File: src/rtl/blink_rtc_timer.sv
// blink_rtc_timer: tick/sec/min RTC with masked status interrupt; RTC_SNAPSHOT_EN makes multi-byte TIM reads coherent
module blink_rtc_timer #(
  parameter int TICK_DIV = 49152,
  parameter int TICKS_PER_SEC = 200,
  parameter int SECS_PER_MIN = 60,
  parameter int MIN_W = 21,
  parameter logic [7:0] PORT_TACK = 8'hB4,
  parameter logic [7:0] PORT_TSTA = 8'hB5,
  parameter logic [7:0] PORT_TIM = 8'hD0
) (
  input  logic       mck,
  input  logic       rin_n,
  input  logic       flp,
  input  logic       restim,
  input  logic       reg_wr,
  input  logic       reg_rd,
  input  logic [7:0] port,
  input  logic [7:0] wdata,
  output logic [7:0] rdata,
  output logic       rdata_vld,
  output logic [2:0] tsta,
  output logic       rtcs,
  output logic       t_1s,
  output logic       t_5ms
);
  localparam int PW = TICK_DIV > 1 ? $clog2(TICK_DIV) : 1;
  logic [PW-1:0] pre;
  logic [7:0] tim0, off, rd_val;
  logic [5:0] tim1, tim1_rd;
  logic [MIN_W-1:0] timm, timm_rd;
  logic [23:0] timm_x;
  logic [2:0] tmk;
  logic tick, sec, min, wr_tack, wr_tsta, rd_hit, unused;
  assign tick = pre == PW'(TICK_DIV - 1);
  assign sec = tick && tim0 == 8'(TICKS_PER_SEC - 1);
  assign min = sec && tim1 == 6'(SECS_PER_MIN - 1);
  assign wr_tack = reg_wr && port == PORT_TACK;
  assign wr_tsta = reg_wr && port == PORT_TSTA;
  assign rtcs = |(tsta & tmk);
  assign t_1s = tim0[7];
  assign t_5ms = tim0[1];
  assign unused = ^wdata[7:3];
  always_ff @(posedge mck)
    if ((!rin_n && flp) || (rin_n && restim)) begin
      pre <= '0;
      tim0 <= '0;
      tim1 <= '0;
      timm <= '0;
    end else begin
      pre <= tick ? '0 : pre + 1'b1;
      if (tick) tim0 <= sec ? '0 : tim0 + 8'd1;
      if (sec) tim1 <= min ? '0 : tim1 + 6'd1;
      if (min) timm <= timm + 1'b1;
    end
  always_ff @(posedge mck)
    if (!rin_n) begin
      tsta <= '0;
      tmk <= '0;
      rdata <= '0;
      rdata_vld <= 1'b0;
    end else begin
      tsta <= (tsta & ~(wr_tack ? wdata[2:0] : 3'b0)) | (restim ? 3'b0 : {min, sec, tick});
      if (wr_tsta) tmk <= wdata[2:0];
      if (reg_rd && rd_hit) rdata <= rd_val;
      rdata_vld <= reg_rd && rd_hit;
    end
`ifdef RTC_SNAPSHOT_EN
  logic [5:0] snap_tim1;
  logic [MIN_W-1:0] snap_timm;
  always_ff @(posedge mck)
    if (!rin_n) begin
      snap_tim1 <= '0;
      snap_timm <= '0;
    end else if (reg_rd && port == PORT_TIM) begin
      snap_tim1 <= tim1;
      snap_timm <= timm;
    end
  assign tim1_rd = snap_tim1;
  assign timm_rd = snap_timm;
`else
  assign tim1_rd = tim1;
  assign timm_rd = timm;
`endif
  assign timm_x = 24'(timm_rd);
  always_comb begin
    off = port - PORT_TIM;
    rd_hit = port == PORT_TSTA || off < 8'd5;
    rd_val = port == PORT_TSTA ? {5'b0, tsta} :
             off == 8'd0 ? tim0 :
             off == 8'd1 ? {2'b0, tim1_rd} :
             off == 8'd2 ? timm_x[7:0] :
             off == 8'd3 ? timm_x[15:8] : timm_x[23:16];
  end
endmodule

File: config.mk
export PLATFORM = sky130hd
export DESIGN_NAME = blink_rtc_timer
export DESIGN_NICKNAME = d
export VERILOG_FILES = /design/src/rtl/blink_rtc_timer.sv
export SDC_FILE = /design/constraint.sdc
export NUM_CORES = 1
export LEC_CHECK = 0
export BUFFER_PORTS_ARGS = -buffer_cell sky130_fd_sc_hd__buf_2
export CELL_PAD_IN_SITES_DETAIL_PLACEMENT = 1
export CELL_PAD_IN_SITES_GLOBAL_PLACEMENT = 1
export CORE_UTILIZATION = 30
export CTS_CLUSTER_DIAMETER = 150
export DETAILED_ROUTE_END_ITERATION = 12
export PLACE_DENSITY_LB_ADDON = 0.1
export SLEW_MARGIN = 20
export SYNTH_ARGS = -nofsm -noshare
export SYNTH_HDL_FRONTEND = slang
export SYNTH_SLANG_ARGS = --single-unit
File: constraint.sdc
create_clock -name mck -period 2.8 [get_ports mck]
set_clock_uncertainty 0.15 [all_clocks]
set_input_delay 0.28 -clock mck [delete_from_list [all_inputs] [get_ports mck]]
set_output_delay 0.28 -clock mck [all_outputs]
set_load 0.1 [all_outputs]
# Word-level counts from Yosys, hierarchy flattened
# Index checks and enable logic that the tools add are counted.
# totals
output_inout_bits	15
reg_bits	66
elab_cells	48
# classes
n_bitwise	4
n_lt_le_gt_ge	1
reduce_logical	13
mux	9
n_eq_ne	8
add_sub_neg	5
# op_table
operator	n
$mux 8	6
$eq 8x8->1 const B	3
$add 21x1->21 const B	1
$add 16x1->16 const B	1
$eq 16x16->1 const B	1
$eq 8x2->1 const B	2
$add 8x1->8 const B	1
$eq 8x1->1 const B	1
$logic_not 8->1	1
$lt 8x3->1 const B	1
$sub 8x8->8 const B	1
$logic_and 1x1->1	7
$add 6x1->6 const B	1
$and 3x3->3	2
$eq 6x6->1 const B	1
$mux 3	2
$mux 6	1
$not 3->3	1
$or 3x3->3	1
$reduce_or 3->1	1
$logic_or 1x1->1	2
$reduce_or 2->1	1
$logic_not 1->1	1

# Longest topological paths before layout
# depth
word_depth	7
ltp_mapped	8

# Least setup slack after synthesis
# Ideal clock, no wire load.
# synth_timing
path_kind	register -> register
from	register tim0[1]
to	register timm[19]
stages_incl_launch_ff	7
period_less_slack_ps	2909
setup_time_ps	71
arrival_time_ps	2688
n_path_buf	0
slack_ps	-109
required_ps	2579
cell_sequence	dfxtp_1 > ha_1 > nand4b_1 > nor4_4 > nand4_1 > or4_1 > a21oi_1
# synth_between
elab_chain_len	3
# synth_rtl
element	line	text
start, declared	28	logic [7:0] tim0, off, rd_val;
start signal, assigned	51	if (tick) tim0 <= sec ? '0 : tim0 + 8'd1;
$eq 8x8->1	35	assign sec = tick && tim0 == 8'(TICKS_PER_SEC - 1);
$logic_and 1x1->1	35	
$logic_and 1x1->1	36	assign min = sec && tim1 == 6'(SECS_PER_MIN - 1);
end signal, assigned	53	if (min) timm <= timm + 1'b1;
end, declared	30	logic [MIN_W-1:0] timm, timm_rd;
# Every way passes these cells.
# A chain may end at the register's enable or synchronous reset.

# Worst setup path after layout
# layout_timing
from	register tim0[0]
to	register timm[19]
# Same word-level chain as after synthesis.

==> impl_metrics.csv <==
group,metric,value,unit
placement,hpwlAfterDp,6.66,mm
synthesis,ys_types,50,
finish,syn2layout_area_growth,15.1,%
synthesis,synth_top_cell_by_area,"dfxtp_1",
global_route,grt_max_degree,33,
placement,io_buffers,31,
detailed_routing,post-route-drc-count,0,
detailed_routing,dr.pass1.iters,4,
worst_hold_path,holdPathStages,3,
pwr,cellLeakagePower,1.36,nW
detailed_routing,drtIter0Drc,132,
synthesis,syn_avg_cell_area,8.94,um^2
synthesis,synth_top_flop_cell,"dfxtp_1",
synthesis,syn_nets,395,
detailed_routing,wire_per_inst,16.3,um
timing,fin_crit_sh,88.8,%
synthesis,ys_warn_count,0,
cts,cts_sinks,66,
finish,final_nets,431,
synthesis,syn_area,3300,um^2
finish,finalInstanceArea,3800,um^2
setup_path,r2r_cells,6,
setup_path,crit_required,2920,ps
cts,cts.root.buffer_cell,"clkbuf_8",
cts,cts.htree.levels,3,
run_status,status,"finished, final reports clean",
global_route,grt_antenna_before_repair,0,
placement,placed_area,3610,um^2
finish,seq_area,1320,um^2
finish,drive_above_1_share,18.0,%
pwr,power_density,473,nW/um^2
die,die_w,107,um
synthesis,ys_seq_area_share,40.1,%
die,num_io_pins,37,
die,die-area,11400,um^2
setup_path,path_max_fanout,8,
cts,cts_inserted_buffers,9,
synthesis,netlist_instances,369,
detailed_routing,ant_nets,0,
timing,final-setup-viol-count,0,
timing,finalHoldViolCount,0,
detailed_routing,drt-vias-per-instance,5.30,
setup_path,crit_arrival,2610,ps
timing,relSlewSlack,51.1,%
global_route,grt_pass1_wl,14.7,mm
worst_hold_path,hold_path_class,"in2reg",
die,core.rowCount,37,
timing,maxSlewViolCount,0,
cts,cts_resized,0,
synthesis,synth_area_leaders,"dfxtp_1 40%, nor2_1 4.9%, mux2i_1 3.9%",
cts,worstSkewPairLatency,350,ps
detailed_routing,via_count,2893,
synthesis,async_reset_ff_share,0,%
global_route,grt_pass1_vias,2811,
cts,cts_hold_buf,0,
job,max-cap-violations,0,
timing,rsz0062_at_grt,"false",
detailed_routing,wl,8.91,mm
finish,n_antenna_cell,0,
setup_path,start_kind,"register",
timing,finalSetupTns,0,ps
cts,clkSlewWorstSetupHoldPaths,90,ps
die,start_util,31.4,%
cts,cts_tree,"yes",
synthesis,netlist.area_leader.share,40.1,%
cts,post-cts-setup-buffer-count,0,
synthesis,synth_enable_flop_cells,0,
finish,multi_input_area,1880,um^2
die,coreArea,10500,um^2
synthesis,ys_seq_elements,66,
setup_path,path_class,"reg2reg",
timing,tightest_slew,733,ps
die,dieHeight,107,um
global_route,grt_usage,16.7,%
pwr,irDropWorstVdd,0.000184,V
timing,finalCriticalPeriod,2490,ps
finish,fillers,1266,
cts,clockBufferDepth,2,
timing,fmax,402,MHz
global_route,overflow,0,
placement,gp_congestion,0.723,
setup_path,worst_setup_path_end_kind,"register",
-- final cells by class --
cell class	instances	area share, %
timing repair buffer	38	5.47
tap	136	4.48
inverter	7	0.692
clock inverter	6	1.29
multi-input combinational	283	49.6
clock buffer	10	3.62
sequential	66	34.9
-- stage by stage --
stage / setup WS (ps) / hold slack (ps) / utilization, % / power, mW / cells
finish: 315 / 60.4 / 36.1 / 1.80 / 546
global route: 75.9 / 80.4 / 36.1 / 1.88 / 546
CTS: 295 / 42.1 / 36.1 / 1.83 / 546
detailed placement: 322 / 309 / 34.4 / 1.05 / 530
global placement: 360 / 306 / 34.4 / 1.05 / 530
floorplan: 246 / 288 / - / 1.02 / 369
-- sequential cells by signal (all words and copies together) (netlist names) --
signal     count
pre           16
rdata          8
rdata_vld      1
tim1           6
tsta           3
tmk            3
tim0           8
timm          21
-- metal layers --
layer	share of wire (%)	up-vias	routed length [um]	GRT usage, %
li1	-	1425	-	-
met1	52	1408	4600	23.5
met2	44	49	3890	25.1
met3	3.2	11	281	3.10
met4	1.4	0	127	6.85
met5	0	-	0	0
-- worst paths after layout --
kind                                             from                     to  slack (ps)
worst max-delay path             tim0[0]$_SDFFE_PP0N_  timm[19]$_SDFFE_PP0N_         310
worst min-delay path                         wdata[2]    tmk[2]$_SDFFE_PN0P_          60
worst max register to register   tim0[0]$_SDFFE_PP0N_  timm[19]$_SDFFE_PP0N_         310
worst min register to register  rdata[5]$_SDFFE_PN0P_  rdata[5]$_SDFFE_PN0P_         320
-- critical path, stage by stage (launching register included) --
cell	delay (ps)
dfxtp_1	410
ha_1	220
nand4b_1	280
nor4_4	320
nand4_1	320
or4_1	580
a21oi_1	140
-- where the power goes --
| group | switching (mW) | internal [mW] | total [mW] |
|---|---|---|---|
| logic | 0.0477 | 0.0267 | 0.0744 |
| registers | 0.00696 | 0.943 | 0.950 |
| clock network | 0.416 | 0.355 | 0.771 |
| total | 0.471 | 1.32 | 1.80 |
-- synthesized netlist by cell type, types with 4 or more instances --
library cell and instances:
a21oi_1 25, and2_1 4, and3_1 5, clkbuf_1 8
dfxtp_1 66, ha_1 4, inv_1 7, mux2i_1 13
mux4_2 5, nand2_1 23, nand3_1 20, nand4_1 14
nor2_1 43, nor2b_1 6, nor3_1 7, nor4_1 4
o21ai_0 22, o31ai_1 4, or3_1 13, or4_1 5
xnor2_1 9, xor2_1 12
-- logic make-up after synthesis --
logic type               Yosys count  synth area share (%)
adder cells (fa/ha/maj)            4                  1.52
multiplexers                      22                  9.18
flip-flops                        66                  40.1
buffers and inverters             20                  2.85
AO/OA/AOI/OAI                     70                  13.0
AND/OR/NAND/NOR                  166                  27.8
XOR/XNOR                          21                  5.58
-- layout by cell type (no fill, tap or decap), types with 9 or more instances in the layout --
| master | Yosys | routed |
|---|---|---|
| dfxtp_1 | 66 | 64 |
| mux2i_1 | 13 | 13 |
| nor2_1 | 43 | 43 |
| xor2_1 | 12 | 12 |
| xnor2_1 | 9 | 9 |
| a21oi_1 | 25 | 25 |
| o21ai_0 | 22 | 22 |
| nand4_1 | 14 | 14 |
| buf_2 | 1 | 31 |
| clkbuf_8 | 0 | 10 |
| or3_1 | 13 | 13 |
| nand3_1 | 20 | 20 |
| nand2_1 | 23 | 23 |
(Power assumes the default switching activity.)
